`src/rtl/alu_arbiter.sv`:
```
// Two-requester round-robin front end for the shared 16-bit combinational ALU.
// Holds registered operands for a fixed execute window, then returns the result over a response handshake.
module alu_arbiter #(
   parameter int unsigned EXEC_CYCLES = 1
) (
   input  logic        i_clk,
   input  logic        i_reset,
   input  logic        i_req0_valid,
   input  logic [15:0] i_req0_a,
   input  logic [15:0] i_req0_b,
   input  logic [4:0]  i_req0_code,
   output logic        o_req0_ready,
   input  logic        i_req1_valid,
   input  logic [15:0] i_req1_a,
   input  logic [15:0] i_req1_b,
   input  logic [4:0]  i_req1_code,
   output logic        o_req1_ready,
   output logic [15:0] o_alu_a,
   output logic [15:0] o_alu_b,
   output logic [4:0]  o_alu_code,
   input  logic [15:0] i_alu_c,
   input  logic        i_alu_overflow,
   output logic        o_resp_valid,
   output logic        o_resp_id,
   output logic [15:0] o_resp_data,
   output logic        o_resp_overflow,
   input  logic        i_resp_ready,
   output logic        o_busy
);

   localparam int unsigned DW = 16;
   localparam int unsigned CODE_W = 5;
   localparam int unsigned CNT_W = 4;

   typedef enum logic [1:0] {ST_IDLE, ST_EXEC, ST_RESP} state_t;

   state_t            r_state;
   state_t            w_state_nx;
   logic              r_last_grant;
   logic [CNT_W-1:0]  r_exec_cnt;
   logic [DW-1:0]     r_alu_a;
   logic [DW-1:0]     r_alu_b;
   logic [CODE_W-1:0] r_alu_code;
   logic              r_resp_valid;
   logic              r_resp_id;
   logic [DW-1:0]     r_resp_data;
   logic              r_resp_overflow;
   logic              r_busy;
   logic              w_grant0;
   logic              w_grant1;
   logic              w_capture;

   // Next state and grant; requester 0 wins a tie only when requester 1 was served last.
   always_comb begin
      w_state_nx = r_state;
      w_grant0   = 1'b0;
      w_grant1   = 1'b0;
      w_capture  = 1'b0;
      case (r_state)
         ST_IDLE: begin
            if (i_req0_valid && (!i_req1_valid || r_last_grant)) begin
               w_grant0 = 1'b1;
            end else if (i_req1_valid) begin
               w_grant1 = 1'b1;
            end
            if (i_req0_valid || i_req1_valid) begin
               w_state_nx = ST_EXEC;
            end
         end
         ST_EXEC: begin
            if (r_exec_cnt == CNT_W'(0)) begin
               w_capture  = 1'b1;
               w_state_nx = ST_RESP;
            end
         end
         ST_RESP: begin
            if (i_resp_ready) begin
               w_state_nx = ST_IDLE;
            end
         end
         default: w_state_nx = ST_IDLE;
      endcase
   end

   always_ff @(posedge i_clk) begin
      if (i_reset) begin
         r_state         <= ST_IDLE;
         r_last_grant    <= 1'b1;
         r_exec_cnt      <= CNT_W'(0);
         r_alu_a         <= DW'(0);
         r_alu_b         <= DW'(0);
         r_alu_code      <= CODE_W'(0);
         r_resp_valid    <= 1'b0;
         r_resp_id       <= 1'b0;
         r_resp_data     <= DW'(0);
         r_resp_overflow <= 1'b0;
         r_busy          <= 1'b0;
      end else begin
         r_state      <= w_state_nx;
         r_resp_valid <= (w_state_nx == ST_RESP);
         r_busy       <= (w_state_nx != ST_IDLE);
         if (w_grant0 || w_grant1) begin
            r_alu_a      <= w_grant1 ? i_req1_a    : i_req0_a;
            r_alu_b      <= w_grant1 ? i_req1_b    : i_req0_b;
            r_alu_code   <= w_grant1 ? i_req1_code : i_req0_code;
            r_resp_id    <= w_grant1;
            r_last_grant <= w_grant1;
            r_exec_cnt   <= CNT_W'(EXEC_CYCLES - 1);
         end else if (r_state == ST_EXEC && r_exec_cnt != CNT_W'(0)) begin
            r_exec_cnt <= r_exec_cnt - CNT_W'(1);
         end
         if (w_capture) begin
            r_resp_data     <= i_alu_c;
            r_resp_overflow <= i_alu_overflow;
         end
      end
   end

   assign o_req0_ready    = w_grant0;
   assign o_req1_ready    = w_grant1;
   assign o_alu_a         = r_alu_a;
   assign o_alu_b         = r_alu_b;
   assign o_alu_code      = r_alu_code;
   assign o_resp_valid    = r_resp_valid;
   assign o_resp_id       = r_resp_id;
   assign o_resp_data     = r_resp_data;
   assign o_resp_overflow = r_resp_overflow;
   assign o_busy          = r_busy;

endmodule

```
`config.mk`:
```
export PLATFORM = sky130hd
export DESIGN_NAME = alu_arbiter
export DESIGN_NICKNAME = d
export VERILOG_FILES = /design/src/rtl/alu_arbiter.sv
export SDC_FILE = /design/constraint.sdc
export NUM_CORES = 1
export LEC_CHECK = 0
export ABC_AREA = 1
export BUFFER_PORTS_ARGS = -buffer_cell sky130_fd_sc_hd__buf_2
export CORE_MARGIN = 4
export CORE_UTILIZATION = 36
export CTS_CLUSTER_SIZE = 10
export DETAILED_ROUTE_END_ITERATION = 10
export PLACE_DENSITY_LB_ADDON = 0.08
export SLEW_MARGIN = 40
export SYNTH_ARGS = -nofsm -noshare
export SYNTH_HDL_FRONTEND = slang
export SYNTH_SLANG_ARGS = --single-unit
export TNS_END_PERCENT = 50
```
`constraint.sdc`:
```
create_clock -name i_clk -period 1.6 [get_ports i_clk]
set_input_delay 0.16 -clock i_clk [delete_from_list [all_inputs] [get_ports i_clk]]
set_output_delay 0.16 -clock i_clk [all_outputs]
set_load 0.02 [all_outputs]
```
# == Word level (Yosys, flattened, before mapping) ==
# Cells that the tools add are included.
# word_totals
n_memories,0
reg_bits,64
out_inout_bits,59
wordCells,40
latchBits,0
in_bits,96
romBits,0
ramBits,0
# op_classes
n_shift,0
mul,0
reduce_logical,11
mux,14
order_cmp,0
eq_ne,3
bitwise,0
div,0
addsub,1
# op_table
cell,n
2-to-1 mux 16 bit,2
2-to-1 mux 1 bit,7
2-to-1 mux 2 bit,3
case mux 2 bit (3 select lines),1
2-to-1 mux 5 bit,1
== test 2 bit (second input constant),2
logical NOT 4 bit,1
nonzero test 4 bit,1
subtractor 4 x 1 -> 4 bit (second input constant),1
logical OR 1 bit,3
== test 2 x 1 -> 1 bit (second input constant),1
logical AND 1 bit,2
logical NOT 2 bit,1
nonzero test 2 bit,1
OR reduction 2 bit,1
logical NOT 1 bit,1

# == Depth between registers and ports, before layout ==
# Gate-level depths: netlist of run 1.
# depth
ltp_word,7
mapped_depth,8
ltp_nobuf,7

# == Worst setup path before layout of run 1 ==
# OpenSTA, ideal clock, no wires.
# synth_path
path_kind,flip-flop to flip-flop
startpoint,register r_exec_cnt[0]
endpoint,register r_resp_data[10] (netlist: o_resp_data[10])
required_ns,1.484
synth_period_minus_slack_ns,1.202
setup_time_ns,0.116
path_stages_with_launch,8
setup_slack_ns,0.398
path_buffers,1
arrival_ns,1.086
path_cell_list,dfxtp_1 inv_1 ha_1 nand3_1 inv_2 buf_4 nor2_1 nor2_1
# synth_via
elab_chain_cells,3
# synth_rtl
item,line_no,source
"start, declared",40,logic [CNT_W-1:0] r_exec_cnt;
"start signal, assigned",108,r_exec_cnt <= CNT_W'(EXEC_CYCLES - 1);
"start signal, assigned",110,r_exec_cnt <= r_exec_cnt - CNT_W'(1);
logical NOT 4 bit,71,if (r_exec_cnt == CNT_W'(0)) begin
2-to-1 mux 1 bit,71,
2-to-1 mux 1 bit,59,case (r_state)
"end signal, assigned",113,r_resp_data <= i_alu_c;
"end, declared",46,logic [DW-1:0] r_resp_data;
# Every way passes these cells.
# A chain may end at the register's enable or synchronous reset.

# == Worst setup path after layout of run 1 ==
# layout_path
startpoint,register r_state[1]
endpoint,output port o_req1_ready
# layout_via
elab_chain_cells,2
# layout_rtl
item,line_no,source
"start, declared",37,state_t r_state;
"start signal, assigned",99,r_state <= w_state_nx;
logical NOT 2 bit,59,
2-to-1 mux 1 bit,59,
"end, declared",17,"output logic o_req1_ready,"
# Every way passes these cells.

==> impl_metrics.csv, run 1 <==
group,metric,value,unit
sta,slew_headroom,0.750,
yosys,ys_ff_latch,64,
worst_setup_path,crit_path_max_incr_delay,330,ps
sta,slew_violations,0,
sta,timing.fmax,668,MHz
clock_network,h-tree-depth,3,
global_routing,track_usage,0.165,
worst_setup_path,cp.required,1440,ps
floorplanning,fp.dieW,98.0,um
detailed_routing,ant_nets,0,
yosys,ys_seq_area_frac,0.439,
worst_setup_path,crit_path_end,"o_req1_ready",
yosys,syn_area,2920,um2
floorplanning,core,7810,um2
clock_network,clkLatencyLatePin,320,ps
yosys,ys_warn_count,0,
pwr,p_leak,2.43,nW
yosys,yosys-top-cells-area,"dfxtp_1, nand2_1, inv_1",
worst_setup_path,reg2reg_to,"o_resp_data[14]",
layout,drive_gt1_frac,0.307,
layout,layout.nets,706,
min_path,hold_path_class,"in -> reg",
detailed_routing,wirelength,7790,um
pwr,p_total,0.00426,W
pwr,power_density,1060,nW/um2
detailed_routing,drt_iter0_markers,76,
global_routing,grt_pass1_vias,2910,
yosys,avgSynthCellArea,6.46,um2
worst_setup_path,path_depth,5,
placement,place_ws,159,ps
clock_network,cts_root_buf,"clkbuf_8",
worst_setup_path,rr_startpoint,"r_exec_cnt[0]",
worst_setup_path,cp_num_buf_inv,3,
min_path,whs_path_depth,3,
layout,final_common_cell,"nand2_1",
worst_setup_path,startpoint,"r_state[1]",
worst_setup_path,cp_cell_sequence,"nor2_4, nand3_2, inv_4, buf_4, buf_2",
pwr,ir_drop,0.428,mV
global_routing,gr-total-overflow,0,
worst_setup_path,ff2ff_path_depth,7,
floorplanning,io_pins,155,
worst_setup_path,crit_path_end_kind,"output port",
clock_network,numCtsBuffers,9,
sta,worst_pin_slew,375,ps
detailed_routing,vias,3053,
sta,setup_tns,0,ps
placement,dp_hpwl,5830,um
clock_network,cts_buffer_depth,2,
run_status,outcome,"finished clean",
clock_network,cts_tree,"done",
sta,skew,10.0,ps
worst_setup_path,path_delay_family,"buffers and inverters",
detailed_routing,remaining_drc_errors,0,
detailed_routing,drt_pass1_iterations,4,
detailed_routing,post_drt_wl_per_cell,10.9,um
yosys,synth_cells,452,
worst_setup_path,arrival,1340,ps
sta,rsz0062_at_grt,"no",
layout,final_cell_mix,"nand2_1, buf_2, inv_1, dfxtp_1, nor2_1",
floorplanning,start_util,0.374,
floorplanning,die_h,98.0,um
global_routing,grt_pass1_wl,13200,um
floorplanning,placement_rows,32,
layout,antenna_cells,0,
worst_setup_path,start_kind,"register",
yosys,synth_fp_nets,549,
detailed_routing,viasPerCell,4.27,
sta,hold_violations,0,
yosys,synth_top_area_cell,"dfxtp_1",
floorplanning,dieArea,9610,um2
sta,setup_viol,0,
layout,nFillCells,817,
worst_setup_path,reg2reg_setup_slack,230,ps
worst_setup_path,crit_type,"reg -> out",
job,maxCapViolCount,0,
layout,area_delta_synth_final,37.1,%
placement,port_buffers,154,
yosys,yosys.area.top_type_share,0.439,
global_routing,antenna_found_initial,0,
sta,period_needed,1500,ps
global_routing,grt_max_degree,25,
clock_network,clkTransAtPathRegs,70,ps
yosys,yosys.cell_types.count,19,
sta,setup_ws,103,ps
worst_setup_path,critPathSlowestCell,"dfxtp_1",
placement,globalplace.congestion,0.786,
layout,final_util,0.513,
clock_network,clock_sinks,64,
worst_setup_path,cp_max_fo,8,
sta,min_period_over_period,0.935,
[through the flow]
stage | area [um2] | hold WS (ps) | std cells
after floorplan | 2920 | 324 | 452
final | 4000 | 86.0 | 715
after global placement | 3800 | 414 | 699
after CTS | 4000 | 76.4 | 715
after global routing | 4000 | 97.9 | 715
after detailed placement | 3800 | 422 | 699
[where the power goes]
part	switching (W)	internal (W)	leakage (nW)
registers	0.0000905	0.00177	0.528
logic	0.000657	0.000394	1.81
clock network	0.000588	0.000753	0.0925
[state kept, by name, indices dropped and copies added (netlist names)]
name / cells
r_state: 2
o_busy: 1
o_resp_data: 16
o_resp_valid: 1
o_alu_a: 16
o_alu_code: 5
o_alu_b: 16
r_last_grant: 1
o_resp_overflow: 1
o_resp_id: 1
r_exec_cnt: 4
[cell type report]
cell class	instances	area, um2	share of cell area
clock inverter	3	42.5	0.0106
tap	102	128	0.0319
sequential	64	1280	0.320
clock buffer	12	145	0.0363
multi-input combinational	283	1190	0.299
timing repair buffer	166	886	0.221
inverter	85	324	0.0810
[worst register-to-register path: cells and delay by family (launching register included)]
| kind | cells | cell delay (ps) |
|---|---|---|
| fa+ha+maj | 1 | 250 |
| simple gates | 3 | 260 |
| flops | 1 | 330 |
| buf+inv | 3 | 420 |
[cell families (layout without fill, tap and decap cells)]
group | count (synthesis) | in the layout | synth area share
flip-flops | 64 | 64 | 0.439
AO/OA/AOI/OAI | 27 | 27 | 0.0501
adder cells (fa/ha/maj) | 1 | 1 | 0.00429
buffers and inverters | 105 | 266 | 0.152
AND/OR/NAND/NOR | 254 | 254 | 0.352
XOR/XNOR | 1 | 1 | 0.00300
[worst min path at each step]
stage | start | endpoint | slack [ps]
after detailed placement | i_alu_c[5] | o_resp_data[5] | 420
after CTS | i_alu_c[5] | o_resp_data[5] | 80
final | i_alu_c[1] | o_resp_data[1] | 90
after floorplan | i_alu_c[10] | o_resp_data[10] | 320
after global placement | i_alu_c[0] | o_resp_data[0] | 410
after global routing | i_alu_c[6] | o_resp_data[6] | 100
[repair_timing]
item                       in CTS  in global routing
setup endpoints to repair       1                 10
hold buffers                    0                  0
resized for setup               1                  2
setup buffers                   1                  0
[cell usage after synthesis (all sizes together)]
| cell type | count |
|---|---|
| a21oi | 9 |
| buf | 16 |
| clkbuf | 4 |
| dfxtp | 64 |
| ha | 1 |
| inv | 85 |
| nand2 | 170 |
| nand3 | 41 |
| nor2 | 43 |
| o21ai | 18 |
| xor2 | 1 |
[metal layers]
| metal | part of all wire | global-route usage |
|---|---|---|
| met2 | 0.44 | 0.266 |
| met1 | 0.47 | 0.216 |
| met4 | 0.012 | 0.0543 |
| met5 | 0 | 0 |
| met3 | 0.080 | 0.0429 |
Note: power is estimated with default switching activity, not from simulation.
==> run 2: changes to the inputs <==
--- a/config.mk
+++ b/config.mk
@@ -5,7 +5,7 @@
 export SDC_FILE = /design/constraint.sdc
 export NUM_CORES = 1
 export LEC_CHECK = 0
-export ABC_AREA = 1
+export ABC_AREA = 0
 export BUFFER_PORTS_ARGS = -buffer_cell sky130_fd_sc_hd__buf_2
 export CORE_MARGIN = 4
 export CORE_UTILIZATION = 36
==> impl_metrics.csv, run 2 <==
group,metric,value,unit
run_status,outcome,"finished clean",
sta,rsz0062_at_grt,"yes",
global_routing,track_usage,0.185,
layout,drive_gt1_frac,0.478,
layout,antenna_cells,0,
layout,layout.nets,598,
yosys,ys_warn_count,0,
clock_network,cts_buffer_depth,2,
pwr,p_int,0.00293,W
worst_setup_path,arrival,1370,ps
yosys,synth_most_common_cell,"dfxtp_1",
global_routing,antenna_found_initial,0,
sta,slew_violations,0,
clock_network,hold_buffers,0,
sta,slew_headroom,0.818,
floorplanning,die_h,107,um
pwr,seq_power_share,0.413,
placement,port_buffers,154,
detailed_routing,post_drt_wl_per_cell,16.9,um
worst_setup_path,start_kind,"register",
global_routing,grt_pass1_wl,17000,um
worst_setup_path,cp_max_fo,22,
global_routing,grt_pass1_vias,3385,
worst_setup_path,path_delay_family,"buffers and inverters",
pwr,p_leak,2.09,nW
pwr,swShare,0.345,
clock_network,clkLatencyLatePin,340,ps
sta,timing.fmax,653,MHz
yosys,syn_area,3490,um2
yosys,synth_fp_nets,450,
sta,worst_pin_slew,270,ps
worst_setup_path,crit_type,"reg -> out",
worst_setup_path,cp_cell_sequence,"nor2_4, nand3_2, buf_12, inv_1, buf_4",
yosys,synthArstFlopShare,0,
detailed_routing,drt_pass1_iterations,4,
pwr,p_comb_frac,0.298,
detailed_routing,vias,3440,
layout,area_delta_synth_final,35.7,%
worst_setup_path,crit_path_end_kind,"output port",
clock_network,h-tree-depth,3,
placement,globalplace.congestion,0.744,
yosys,yosys.area.top_type_share,0.367,
yosys,yosys-top-cells-area,"dfxtp_1, nor4b_2, a221o_1",
pwr,clockPowerShare,0.289,
yosys,ys_seq_area_frac,0.367,
global_routing,grt_max_degree,41,
pwr,power_density,945,nW/um2
floorplanning,fp.dieW,107,um
floorplanning,placement_rows,35,
layout,final_common_cell,"buf_2",
sta,period_needed,1530,ps
worst_setup_path,critPathSlowestCell,"dfxtp_2",
worst_setup_path,ff2ff_path_depth,5,
worst_setup_path,path_depth,5,
sta,skew,15.5,ps
yosys,yosys.cell_types.count,35,
floorplanning,start_util,0.375,
floorplanning,dieArea,11300,um2
clock_network,numCtsBuffers,9,
job,maxCapViolCount,0,
sta,setup_viol,0,
sta,hold_violations,0,
clock_network,cts_tree,"done",
min_path,whs_path_depth,3,
worst_setup_path,cp.required,1440,ps
layout,final_cell_mix,"buf_2, dfxtp_1, nor2b_1, and4_1, a221o_1",
sta,holdWs,58.7,ps
sta,min_period_over_period,0.957,
layout,final_util,0.509,
detailed_routing,wirelength,10700,um
detailed_routing,viasPerCell,5.42,
clock_network,cts_root_buf,"clkbuf_8",
clock_network,clkTransAtPathRegs,80,ps
clock_network,clock_sinks,64,
detailed_routing,ant_nets,0,
pwr,ir_drop,0.477,mV
min_path,hold_path_class,"in -> reg",
floorplanning,io_pins,155,
yosys,synth-edff-count,0,
yosys,synth_ff_type,"dfxtp_1",
floorplanning,core,9330,um2
global_routing,gr-total-overflow,0,
worst_setup_path,crit_path_max_incr_delay,360,ps
yosys,avgSynthCellArea,9.90,um2
yosys,synth_cells,353,
worst_setup_path,cp_num_buf_inv,3,
yosys,ys_ff_latch,64,
pwr,power.switching,0.00155,W
detailed_routing,drt_iter0_markers,149,
yosys,synth_top_area_cell,"dfxtp_1",
detailed_routing,remaining_drc_errors,0,
placement,dp_hpwl,7310,um
yosys,synth_common_cells,"dfxtp_1, nor2b_1, a221o_1, and4_1, nor4b_2",
[run 2: changes by cell type after synthesis, moves of 7 or more]
cell,before,now
a21oi_1,9,22
a221o_1,0,37
and4_1,0,37
buf_2,8,16
clkbuf_1,3,22
inv_1,81,5
nand2_1,169,2
nand3_1,40,18
nor2_1,41,5
nor2b_1,0,38
nor4b_1,0,7
nor4b_2,0,30
[run 2: kinds of logic (layout without fill, tap and decap cells)]
kind of cell	after synthesis	in the layout	share of synthesized area
AO/OA/AOI/OAI	87	87	0.185
adder cells (fa/ha/maj)	1	1	0.00358
buffers and inverters	52	205	0.0777
flip-flops	64	64	0.367
AND/OR/NAND/NOR	149	149	0.367
[run 2: layout make-up]
cell class                 count  area (um2)
fill                         943        4580
multi-input combinational    237        1970
sequential                    64        1280
timing repair buffer         184        1130
tap                          129         161
clock buffer                   9         124
clock inverter                 7        52.6
inverter                       5        18.8
[run 2: stage by stage]
step / instance area [um2] / total power, W / setup TNS, ps / setup WS [ps] / std cells
2_1_floorplan: 3490 / 0.00267 / 0 / 115 / 353
3_3_place_gp: 4470 / 0.00315 / 0 / 19.3 / 615
3_5_place_dp: 4470 / 0.00316 / -264 / -39.5 / 615
4_1_cts: 4710 / 0.00452 / 0 / 11.3 / 633
5_1_grt: 4740 / 0.00470 / -25.1 / -14.2 / 635
6_report: 4740 / 0.00448 / 0 / 68.4 / 635
[run 2: tightest hold or removal path, cell delays in order]
cell and delay (ps):
buf_2 100, nand3_1 50, a21oi_1 50
[run 2: layer usage]
layer	wire, um	global-route usage
met5	0	0
met4	161	0.0630
met3	713	0.0419
met2	5190	0.301
met1	4680	0.241
[run 2: what timing repair did]
| action | CTS | global route |
|---|---|---|
| pin swaps | 1 | 2 |
| setup endpoints to repair | 21 | 3 |
| resized for setup | 9 | 6 |
| setup buffers | 1 | 2 |
| cloned | 1 | 0 |
[run 2: power groups by stage]
stage / Clock, W / Combinational, W / Sequential [W]
2_1_floorplan: 0 / 0.000598 / 0.00208
3_3_place_gp: 0 / 0.00127 / 0.00189
3_5_place_dp: 0 / 0.00127 / 0.00189
4_1_cts: 0.00133 / 0.00133 / 0.00185
5_1_grt: 0.00139 / 0.00144 / 0.00187
6_report: 0.00129 / 0.00134 / 0.00185
[run 2: path summary, 6_finish.rpt]
check                               startpoint              to  slack [ps]
worst min register to register  o_resp_data[8]  o_resp_data[8]         480
worst max register to register      r_state[1]      o_alu_a[5]         120
worst max-delay path                r_state[1]    o_req1_ready          70
worst min-delay path                i_alu_c[7]  o_resp_data[7]          60
